<file path="src/rtl/gk_pkg.sv">
// Shared definitions for the gatekeeper challenge-response client.
// Contents: protocol command codes, the default UART bit period, the client FSM
// state enum and the UART receiver state enum.
package gk_pkg;

  localparam logic [7:0] CMD_PROG_REQUEST = 8'h01;
  localparam logic [7:0] CMD_CHALLENGE    = 8'h02;
  localparam logic [7:0] CMD_RESPONSE     = 8'h03;
  localparam logic [7:0] CMD_AUTH_OK      = 8'h04;
  localparam logic [7:0] CMD_AUTH_FAIL    = 8'h05;
  localparam logic [7:0] CMD_STATUS       = 8'h06;

  // 12 MHz / 115200 baud
  localparam int unsigned CLKS_PER_BIT_DEFAULT = 104;

  typedef enum logic [2:0] {
    StIdle,
    StSendReq,
    StWaitChal,
    StSendResp,
    StWaitResult,
    StFinish
  } client_state_e;

  typedef enum logic [1:0] {
    RxIdle,
    RxStart,
    RxData,
    RxStop
  } rx_state_e;

endpackage

</file>
<file path="src/rtl/gk_auth_client_if.sv">
// Control/result handshake between a host and gk_auth_client.
// Signals:
//   start       host -> client  one-cycle request to begin an exchange
//   busy        client -> host  exchange in progress
//   done        client -> host  one-cycle end-of-exchange pulse
//   auth_ok     client -> host  gatekeeper answered AUTH_OK
//   auth_fail   client -> host  gatekeeper answered AUTH_FAIL
//   timed_out   client -> host  no answer within the wait limit
//   challenge_q client -> host  last received 32-bit challenge
// Modports: master (host side), slave (client side).
interface gk_auth_client_if;

  logic        start;
  logic        busy;
  logic        done;
  logic        auth_ok;
  logic        auth_fail;
  logic        timed_out;
  logic [31:0] challenge_q;

  modport master (
    output start,
    input  busy,
    input  done,
    input  auth_ok,
    input  auth_fail,
    input  timed_out,
    input  challenge_q
  );

  modport slave (
    input  start,
    output busy,
    output done,
    output auth_ok,
    output auth_fail,
    output timed_out,
    output challenge_q
  );

endinterface

</file>
<file path="src/rtl/gk_uart_rx.sv">
// 8N1 UART receiver: double-flop synchronizer, start-bit glitch rejection at
// half a bit, mid-bit data sampling (LSB first) and stop-bit framing check.
// A byte with a low stop bit is silently dropped.
// Ports:
//   clk, rst_n  clock, asynchronous active-low reset
//   rx          serial input, idle high
//   rx_data     received byte, valid with rx_valid
//   rx_valid    one-cycle pulse, one cycle after the stop-bit mid-point
module gk_uart_rx
  import gk_pkg::*;
#(
  parameter int unsigned CLKS_PER_BIT = CLKS_PER_BIT_DEFAULT
) (
  input  logic       clk,
  input  logic       rst_n,
  input  logic       rx,
  output logic [7:0] rx_data,
  output logic       rx_valid
);

  localparam int unsigned CntW = $clog2(CLKS_PER_BIT + 1);
  localparam logic [CntW-1:0] CntFull = CntW'(CLKS_PER_BIT - 1);
  localparam logic [CntW-1:0] CntHalf = CntW'(CLKS_PER_BIT / 2 - 1);

  logic            sync1_q, sync2_q, prev_q;
  rx_state_e       state_q, state_d;
  logic [CntW-1:0] cnt_q, cnt_d;
  logic [2:0]      bit_q, bit_d;
  logic [7:0]      shift_q, shift_d;
  logic [7:0]      data_q, data_d;
  logic            valid_q, valid_d;

  always_comb begin
    state_d = state_q;
    cnt_d   = cnt_q;
    bit_d   = bit_q;
    shift_d = shift_q;
    data_d  = data_q;
    valid_d = 1'b0;
    unique case (state_q)
      RxIdle: begin
        if (prev_q && !sync2_q) begin
          state_d = RxStart;
          cnt_d   = '0;
        end
      end
      RxStart: begin
        if (cnt_q == CntHalf) begin
          cnt_d   = '0;
          bit_d   = '0;
          // a line already back high at half a bit was a glitch
          state_d = sync2_q ? RxIdle : RxData;
        end else begin
          cnt_d = cnt_q + CntW'(1);
        end
      end
      RxData: begin
        if (cnt_q == CntFull) begin
          cnt_d   = '0;
          shift_d = {sync2_q, shift_q[7:1]};
          bit_d   = bit_q + 3'd1;
          if (bit_q == 3'd7) begin
            state_d = RxStop;
          end
        end else begin
          cnt_d = cnt_q + CntW'(1);
        end
      end
      RxStop: begin
        if (cnt_q == CntFull) begin
          cnt_d   = '0;
          state_d = RxIdle;
          if (sync2_q) begin
            valid_d = 1'b1;
            data_d  = shift_q;
          end
        end else begin
          cnt_d = cnt_q + CntW'(1);
        end
      end
      default: state_d = RxIdle;
    endcase
  end

  always_ff @(posedge clk or negedge rst_n) begin
    if (!rst_n) begin
      sync1_q <= 1'b1;
      sync2_q <= 1'b1;
      prev_q  <= 1'b1;
      state_q <= RxIdle;
      cnt_q   <= '0;
      bit_q   <= '0;
      shift_q <= '0;
      data_q  <= '0;
      valid_q <= 1'b0;
    end else begin
      sync1_q <= rx;
      sync2_q <= sync1_q;
      prev_q  <= sync2_q;
      state_q <= state_d;
      cnt_q   <= cnt_d;
      bit_q   <= bit_d;
      shift_q <= shift_d;
      data_q  <= data_d;
      valid_q <= valid_d;
    end
  end

  assign rx_data  = data_q;
  assign rx_valid = valid_q;

endmodule

</file>
<file path="src/rtl/gk_auth_client.sv">
// Initiator of the gatekeeper challenge-response exchange over 8N1 UART.
// On start: send PROG_REQUEST, receive CHALLENGE (0x02 + 4 bytes MSB first),
// reply RESPONSE (0x03 + challenge^SECRET_KEY MSB first), then wait for
// AUTH_OK / AUTH_FAIL. Each awaited packet is bounded by TIMEOUT_CYCLES.
// Build option: define GK_AUTH_CLIENT_RETRY_EN to restart from the request on
// a timeout, up to MAX_RETRIES times, before reporting timed_out.
// Ports:
//   CLK, RST_N  clock, asynchronous active-low reset
//   UART_RX     serial data from the gatekeeper, idle high
//   UART_TX     serial data to the gatekeeper, idle high
//   ctl         gk_auth_client_if.slave: start/busy/done, result flags,
//               challenge_q
module gk_auth_client
  import gk_pkg::*;
#(
  parameter int unsigned CLKS_PER_BIT   = CLKS_PER_BIT_DEFAULT,
  parameter logic [31:0] SECRET_KEY     = 32'hDEADBEEF,
  parameter int unsigned TIMEOUT_CYCLES = 60_000_000,
  parameter int unsigned MAX_RETRIES    = 3
) (
  input  logic               CLK,
  input  logic               RST_N,
  input  logic               UART_RX,
  output logic               UART_TX,
  gk_auth_client_if.slave    ctl
);

  if (CLKS_PER_BIT < 2 || TIMEOUT_CYCLES < 1 || TIMEOUT_CYCLES > 134_217_727 ||
      MAX_RETRIES > 255) begin : gen_param_check
    $error("gk_auth_client: parameter out of range");
  end

  localparam int unsigned CntW = $clog2(CLKS_PER_BIT + 1);
  localparam logic [CntW-1:0] CntFull = CntW'(CLKS_PER_BIT - 1);
  // the counter equals TIMEOUT_CYCLES-1 on the TIMEOUT_CYCLES-th waiting cycle
  localparam logic [26:0] TimeoutLim = 27'(TIMEOUT_CYCLES - 1);

  client_state_e state_q, state_d;
  logic          busy_q, busy_d;
  logic          ok_q, ok_d;
  logic          fail_q, fail_d;
  logic          tmo_q, tmo_d;
  logic [31:0]   chal_q, chal_d;
  logic [31:0]   resp_q, resp_d;
  logic          hdr_q, hdr_d;
  logic [1:0]    nbyte_q, nbyte_d;
  logic [2:0]    ridx_q, ridx_d;
  logic [26:0]   tcnt_q, tcnt_d;
  logic          to_hit;
  logic          timeout_evt;

  logic            tx_load;
  logic [7:0]      tx_byte;
  logic            tx_line_q, tx_line_d;
  logic            tx_active_q, tx_active_d;
  logic [8:0]      tx_shift_q, tx_shift_d;
  logic [3:0]      tx_bit_q, tx_bit_d;
  logic [CntW-1:0] tx_cnt_q, tx_cnt_d;
  logic            tx_frame_end;

  logic [7:0] rx_data;
  logic       rx_valid;

`ifdef GK_AUTH_CLIENT_RETRY_EN
  localparam int unsigned RetryW = $clog2(MAX_RETRIES + 2);
  localparam logic [RetryW-1:0] RetryMax = RetryW'(MAX_RETRIES);
  logic [RetryW-1:0] retry_q, retry_d;
`endif

  gk_uart_rx #(
    .CLKS_PER_BIT(CLKS_PER_BIT)
  ) u_rx (
    .clk     (CLK),
    .rst_n   (RST_N),
    .rx      (UART_RX),
    .rx_data (rx_data),
    .rx_valid(rx_valid)
  );

  // last cycle of the stop bit; a byte loaded now starts with no gap
  assign tx_frame_end = tx_active_q && (tx_bit_q == 4'd9) && (tx_cnt_q == CntFull);
  assign to_hit       = (tcnt_q >= TimeoutLim);

  always_comb begin
    state_d     = state_q;
    busy_d      = busy_q;
    ok_d        = ok_q;
    fail_d      = fail_q;
    tmo_d       = tmo_q;
    chal_d      = chal_q;
    resp_d      = resp_q;
    hdr_d       = hdr_q;
    nbyte_d     = nbyte_q;
    ridx_d      = ridx_q;
    tcnt_d      = (tcnt_q == '1) ? tcnt_q : tcnt_q + 27'd1;
    tx_load     = 1'b0;
    tx_byte     = 8'h00;
    timeout_evt = 1'b0;
`ifdef GK_AUTH_CLIENT_RETRY_EN
    retry_d     = retry_q;
`endif

    unique case (state_q)
      StIdle: begin
        if (ctl.start) begin
          ok_d    = 1'b0;
          fail_d  = 1'b0;
          tmo_d   = 1'b0;
          busy_d  = 1'b1;
          tx_load = 1'b1;
          tx_byte = CMD_PROG_REQUEST;
          state_d = StSendReq;
`ifdef GK_AUTH_CLIENT_RETRY_EN
          retry_d = '0;
`endif
        end
      end
      StSendReq: begin
        if (tx_frame_end) begin
          tcnt_d  = '0;
          hdr_d   = 1'b0;
          nbyte_d = '0;
          state_d = StWaitChal;
        end
      end
      StWaitChal: begin
        if (rx_valid) begin
          if (!hdr_q) begin
            hdr_d = (rx_data == CMD_CHALLENGE);
          end else begin
            chal_d  = {chal_q[23:0], rx_data};
            nbyte_d = nbyte_q + 2'd1;
            if (nbyte_q == 2'd3) begin
              resp_d  = {chal_q[23:0], rx_data} ^ SECRET_KEY;
              ridx_d  = '0;
              tx_load = 1'b1;
              tx_byte = CMD_RESPONSE;
              state_d = StSendResp;
            end
          end
        end else if (to_hit) begin
          timeout_evt = 1'b1;
        end
      end
      StSendResp: begin
        if (tx_frame_end) begin
          if (ridx_q == 3'd4) begin
            tcnt_d  = '0;
            state_d = StWaitResult;
          end else begin
            tx_load = 1'b1;
            tx_byte = resp_q[31:24];
            resp_d  = {resp_q[23:0], 8'h00};
            ridx_d  = ridx_q + 3'd1;
          end
        end
      end
      StWaitResult: begin
        if (rx_valid && (rx_data == CMD_AUTH_OK)) begin
          ok_d    = 1'b1;
          state_d = StFinish;
        end else if (rx_valid && (rx_data == CMD_AUTH_FAIL)) begin
          fail_d  = 1'b1;
          state_d = StFinish;
        end else if (!rx_valid && to_hit) begin
          timeout_evt = 1'b1;
        end
      end
      StFinish: begin
        busy_d  = 1'b0;
        state_d = StIdle;
      end
      default: state_d = StIdle;
    endcase

    if (timeout_evt) begin
`ifdef GK_AUTH_CLIENT_RETRY_EN
      if (retry_q < RetryMax) begin
        retry_d = retry_q + RetryW'(1);
        tx_load = 1'b1;
        tx_byte = CMD_PROG_REQUEST;
        state_d = StSendReq;
      end else begin
        tmo_d   = 1'b1;
        state_d = StFinish;
      end
`else
      tmo_d   = 1'b1;
      state_d = StFinish;
`endif
    end
  end

  // Transmitter: bit 0 is the start bit, bits 1-8 data, bit 9 stop.
  always_comb begin
    tx_line_d   = tx_line_q;
    tx_active_d = tx_active_q;
    tx_shift_d  = tx_shift_q;
    tx_bit_d    = tx_bit_q;
    tx_cnt_d    = tx_cnt_q;
    if (tx_active_q) begin
      if (tx_cnt_q == CntFull) begin
        tx_cnt_d = '0;
        if (tx_bit_q == 4'd9) begin
          tx_active_d = 1'b0;
          tx_line_d   = 1'b1;
        end else begin
          tx_bit_d   = tx_bit_q + 4'd1;
          tx_line_d  = tx_shift_q[0];
          tx_shift_d = {1'b1, tx_shift_q[8:1]};
        end
      end else begin
        tx_cnt_d = tx_cnt_q + CntW'(1);
      end
    end
    if (tx_load) begin
      tx_active_d = 1'b1;
      tx_line_d   = 1'b0;
      tx_shift_d  = {1'b1, tx_byte};
      tx_bit_d    = '0;
      tx_cnt_d    = '0;
    end
  end

  always_ff @(posedge CLK or negedge RST_N) begin
    if (!RST_N) begin
      state_q     <= StIdle;
      busy_q      <= 1'b0;
      ok_q        <= 1'b0;
      fail_q      <= 1'b0;
      tmo_q       <= 1'b0;
      chal_q      <= '0;
      resp_q      <= '0;
      hdr_q       <= 1'b0;
      nbyte_q     <= '0;
      ridx_q      <= '0;
      tcnt_q      <= '0;
      tx_line_q   <= 1'b1;
      tx_active_q <= 1'b0;
      tx_shift_q  <= '1;
      tx_bit_q    <= '0;
      tx_cnt_q    <= '0;
    end else begin
      state_q     <= state_d;
      busy_q      <= busy_d;
      ok_q        <= ok_d;
      fail_q      <= fail_d;
      tmo_q       <= tmo_d;
      chal_q      <= chal_d;
      resp_q      <= resp_d;
      hdr_q       <= hdr_d;
      nbyte_q     <= nbyte_d;
      ridx_q      <= ridx_d;
      tcnt_q      <= tcnt_d;
      tx_line_q   <= tx_line_d;
      tx_active_q <= tx_active_d;
      tx_shift_q  <= tx_shift_d;
      tx_bit_q    <= tx_bit_d;
      tx_cnt_q    <= tx_cnt_d;
    end
  end

`ifdef GK_AUTH_CLIENT_RETRY_EN
  always_ff @(posedge CLK or negedge RST_N) begin
    if (!RST_N) begin
      retry_q <= '0;
    end else begin
      retry_q <= retry_d;
    end
  end
`endif

  assign UART_TX         = tx_line_q;
  assign ctl.busy        = busy_q;
  assign ctl.done        = (state_q == StFinish);
  assign ctl.auth_ok     = ok_q;
  assign ctl.auth_fail   = fail_q;
  assign ctl.timed_out   = tmo_q;
  assign ctl.challenge_q = chal_q;

endmodule

</file>
<file path="src/flat_wrapper.sv">
// flat-port wrapper written by rule: the top's interface ports become plain ports
module gk_auth_client_flat import gk_pkg::*;
#(
  parameter int unsigned CLKS_PER_BIT   = CLKS_PER_BIT_DEFAULT,
  parameter logic [31:0] SECRET_KEY     = 32'hDEADBEEF,
  parameter int unsigned TIMEOUT_CYCLES = 60_000_000,
  parameter int unsigned MAX_RETRIES    = 3
)
  (CLK, RST_N, UART_RX, UART_TX, ctl_start, ctl_busy, ctl_done, ctl_auth_ok, ctl_auth_fail, ctl_timed_out, ctl_challenge_q);
  gk_auth_client_if ctl_i ();
  input  logic CLK;
  input  logic RST_N;
  input  logic UART_RX;
  output logic UART_TX;
  input wire logic [$bits(ctl_i.start)-1:0] ctl_start;
  output wire logic [$bits(ctl_i.busy)-1:0] ctl_busy;
  output wire logic [$bits(ctl_i.done)-1:0] ctl_done;
  output wire logic [$bits(ctl_i.auth_ok)-1:0] ctl_auth_ok;
  output wire logic [$bits(ctl_i.auth_fail)-1:0] ctl_auth_fail;
  output wire logic [$bits(ctl_i.timed_out)-1:0] ctl_timed_out;
  output wire logic [$bits(ctl_i.challenge_q)-1:0] ctl_challenge_q;
  assign ctl_i.start = ctl_start;
  assign ctl_busy = ctl_i.busy;
  assign ctl_done = ctl_i.done;
  assign ctl_auth_ok = ctl_i.auth_ok;
  assign ctl_auth_fail = ctl_i.auth_fail;
  assign ctl_timed_out = ctl_i.timed_out;
  assign ctl_challenge_q = ctl_i.challenge_q;
  gk_auth_client #(.CLKS_PER_BIT(CLKS_PER_BIT), .SECRET_KEY(SECRET_KEY), .TIMEOUT_CYCLES(TIMEOUT_CYCLES), .MAX_RETRIES(MAX_RETRIES)) u_core (.CLK(CLK), .RST_N(RST_N), .UART_RX(UART_RX), .UART_TX(UART_TX), .ctl(ctl_i));
endmodule
</file>
<file path="config.mk">
export PLATFORM = sky130hd
export DESIGN_NAME = gk_auth_client_flat
export DESIGN_NICKNAME = d
export VERILOG_FILES = /design/src/rtl/gk_pkg.sv /design/src/rtl/gk_auth_client_if.sv /design/src/rtl/gk_uart_rx.sv /design/src/rtl/gk_auth_client.sv /design/src/flat_wrapper.sv
export SDC_FILE = /design/constraint.sdc
export NUM_CORES = 1
export LEC_CHECK = 0
export CAP_MARGIN = 15
export CORE_MARGIN = 10
export CORE_UTILIZATION = 40
export DETAILED_ROUTE_END_ITERATION = 10
export PLACE_DENSITY = 0.66
export SETUP_SLACK_MARGIN = 0.05
export SYNTH_ARGS = -nofsm -noshare
export SYNTH_HDL_FRONTEND = slang
export SYNTH_SLANG_ARGS = --single-unit
</file>
<file path="constraint.sdc">
create_clock -name CLK -period 2.45 [get_ports CLK]
set_input_delay 0.49 -clock CLK [delete_from_list [all_inputs] [get_ports CLK]]
set_output_delay 0.49 -clock CLK [all_outputs]
set_load 0.01 [all_outputs]
</file>
==> impl_results.md <==
- Starting Density: roughly two fifths
- Synthesis-to-finish area growth: 17.1%
- Vias per inst: roughly 5.4
- Sw Share: ~24%
- Crit Path Class: register to primary output
- Final layout net count: around 760
- Initial antenna violation count: 0
- Core area: 0.0181 mm2
- Crit path launch type: register
- Fmax: between 400 and 500 MHz
- Largest net degree at the start of global routing: 66
- Logic pwr share: 6.0%
- Worst setup EP type: primary output
- Drt drc: 0
- HP Class: register to register
- Post-Route WL: between 15 and 20 mm
- Synthesized area: approximately 0.0074 mm2
- Root buf cell: clkbuf_16
- Post-synth EDFFs: 0
- Clock transition at path regs: 0.06 ns
- Vias: about 5400
- Clock Skews: around 0.013 ns
- RSZ-0062 raised after global routing: false
- Final min period: between 2 and 2.5 ns
- CTS Buffer Depth: 2
- Final Slew Violations: 0
- Lkg Pwr: 3.91 nW
- Yosys warns: 0
- Avg Cell Area, Syn: 10.5 um2
- DR iter-0 viols: about 280
- Sequential fraction of the synthesis area: 53.1%
- Die area: around 0.024 mm2
- First drt pass iteration count: 5
- Post-Syn Nets: ~720
- First-pass GRT wire length: 26.1 mm
- CTS sink cnt: about 160
- Critical path arrival: 1.77 ns
- DP Wirelength: about 10 mm
- Wl on met1: about 7.4 mm
- DR WL met3: between 600 and 700 um
- Share of layout cells above drive strength 1: approximately 17%
- Clock power frac: between 40% and 50%
- # diodes: 0
- Slowest CP cell: clkdlybuf4s50_1
- Cells after Synth: just over 700
- Relative slew margins: between 60% and 70%
- WP data required: around 2.0 ns
- Outcome: completed
- CTS tree: built
- H-tree levels: 4
- Delay-heaviest family, CP: buffers and inverters
- GR Util All Layers: between 10% and 20%
- Worst Max-Slew Pin Slew: a little under 0.6 ns
- Net Sw Power: roughly 1.4 mW
- Final Hold Viols: 0
- Final ANT Viol Nets: 0
- Period utilization: 92.1%
- Power Dens Cells: roughly 640 mW/mm2
- Final setup viols: 0
- Sequential power share: 49.5%
- Top FF cell, synth: dfrtp_1
- Total of max-cap violations: 0
- Vias in the first global route: ~5000
- Ys async rst share: between 90% and 100%
- Num rows: 49
- Ports: 42
- CP bufs+invs: 1
- CP Max Fanout: 11
- GPL Wtd Cong: about 0.81
- Die H: about 160 um
- Layout fillers: 1661
- WL/cell: between 15 and 20 um
- Die width: roughly 160 um
- Top layer in use: met4
- Total gr overflow: 0
- TNS Setup: 0 ns
- Met2 routed WL: approximately 7.4 mm
- Final Core Density: between 40% and 50%
- Port buffer count: 41
- Peak supply drop: 0.000461 V
- Yosys reg bits: approximately 160
- Inserted Clock Buffers: 17
- Internal power: 4.21 mW
- Cell variety after synth: 70
- Crit-path max cell delay: roughly 0.56 ns
- Clk_lat worst skew: roughly 0.43 ns
- CP cell instances: nand2_1 > nor2_1 > clkdlybuf4s50_1
state kept, by name, indices dropped and copies added, names as in the netlist, 2 cells and up, named ones only:
register and flops:
u_core.ctl.challenge_q 32, u_core.nbyte_q 2, u_core.resp_q 32, u_core.ridx_q 3
u_core.state_q 3, u_core.tcnt_q 27, u_core.tx_bit_q 4, u_core.tx_cnt_q 7
u_core.tx_shift_q 8, u_core.u_rx.bit_q 3, u_core.u_rx.cnt_q 7, u_core.u_rx.rx_data 8
u_core.u_rx.shift_q 8
cell families after synthesis:
family,synth area share (%)
AOI/OAI and AO/OA,11.4
xor gates and xnor gates,2.12
adders and majority gates,1.68
buffers and inverters,2.90
DFF,53.1
muxes,9.72
and+or+nand+nor,19.1
worst paths after layout:
path / from / end / slack [ns] / depth (start not counted)
setup / recovery: u_core.state_q[2]$_DFFE_PN0P_ / ctl_done / 0.19 / 3
hold / removal: u_core.u_rx.sync1_q$_DFF_PN1_ / u_core.u_rx.sync2_q$_DFF_PN1_ / 0.36 / 0
setup reg to reg: u_core.tcnt_q[0]$_DFF_PN0_ / u_core.tcnt_q[7]$_DFF_PN0_ / 0.28 / 6
hold reg to reg: u_core.u_rx.sync1_q$_DFF_PN1_ / u_core.u_rx.sync2_q$_DFF_PN1_ / 0.36 / 0
max in group asynchronous: RST_N / u_core.tx_shift_q[4]$_DFFE_PN1P_ / 1.28 / 3
min in group asynchronous: RST_N / u_core.tcnt_q[8]$_DFF_PN0_ / 0.50 / 2
synth_stat cells (6+ instances only):
cell      instances  area, um2
dfrtp_1         145       3630
nand2_1          80        300
nor2_1           65        244
o21ai_0          51        255
mux2_2           49        552
a21oi_1          48        240
nand3_1          31        155
mux2i_1          17        170
clkbuf_1         14       52.6
buf_2            12       60.1
dfstp_2          12        315
inv_1            12       45.0
and3_1           10       62.6
ha_1             10        125
nand4_1          10       62.6
xnor2_1           9       78.8
xor2_1            9       78.8
o31ai_1           8       60.1
nor3_1            7       35.0
or3_1             7       43.8
a211oi_1          6       45.0
power groups by stage:
| stage | sequential (mW) | clock, mW | combinational (mW) |
|---|---|---|---|
| finish | 2.76 | 2.49 | 0.332 |
| global route | 2.77 | 2.65 | 0.384 |
| CTS | 2.76 | 2.54 | 0.340 |
| detailed placement | 2.80 | 0 | 0.337 |
| global placement | 2.80 | 0 | 0.330 |
| floorplan | 2.77 | 0 | 0.236 |
stage by stage:
| step | worst slack, ns | power (mW) | instance area [um2] | instances | hold slack (ns) |
|---|---|---|---|---|---|
| after floorplan | 0.612 | 3.00 | 7430 | 705 | 0.194 |
| after global placement | 0.317 | 3.13 | 8140 | 958 | 0.346 |
| after detailed placement | 0.294 | 3.14 | 8140 | 958 | 0.348 |
| after CTS | 0.159 | 5.64 | 8700 | 991 | 0.357 |
| after global routing | 0.0803 | 5.81 | 8700 | 991 | 0.360 |
| final | 0.193 | 5.58 | 8700 | 991 | 0.355 |
placed cells by master, fill, tap and decap left out, types with 8 or more instances in the layout:
cell type,n
a21oi_1,48
and3_1,10
buf_4,10
clkbuf_16,17
clkdlybuf4s50_1,40
dfrtp_1,145
dfstp_2,12
ha_1,10
inv_1,12
mux2_2,49
mux2i_1,17
nand2_1,80
nand3_1,31
nand4_1,10
nor2_1,64
o21ai_0,51
o31ai_1,8
xnor2_1,9
xor2_1,9
repair_timing:
item                      CTS  global route
setup buffers               0             0
hold buffers                1             0
hold endpoints to repair   22             0
gates resized for setup     0             0
metal layers:
| layer | GRT usage, % | up-vias |
|---|---|---|
| li1 | - | 2616 |
| met5 | 0 | - |
| met3 | 3.95 | 16 |
| met2 | 20.4 | 80 |
| met4 | 3.55 | 0 |
| met1 | 17.2 | 2647 |
final cells by class:
type	count	area [um2]	share of cell area [%]
Clock inverter	12	111	1.28
Inverter	12	45.0	0.518
Clock buffer	20	437	5.02
Timing Repair Buffer	57	597	6.86
Sequential cell	157	3940	45.3
Multi-Input combinational cell	504	3280	37.7
Tap cell	229	287	3.29
Note: power is estimated with default switching activity, not from simulation.
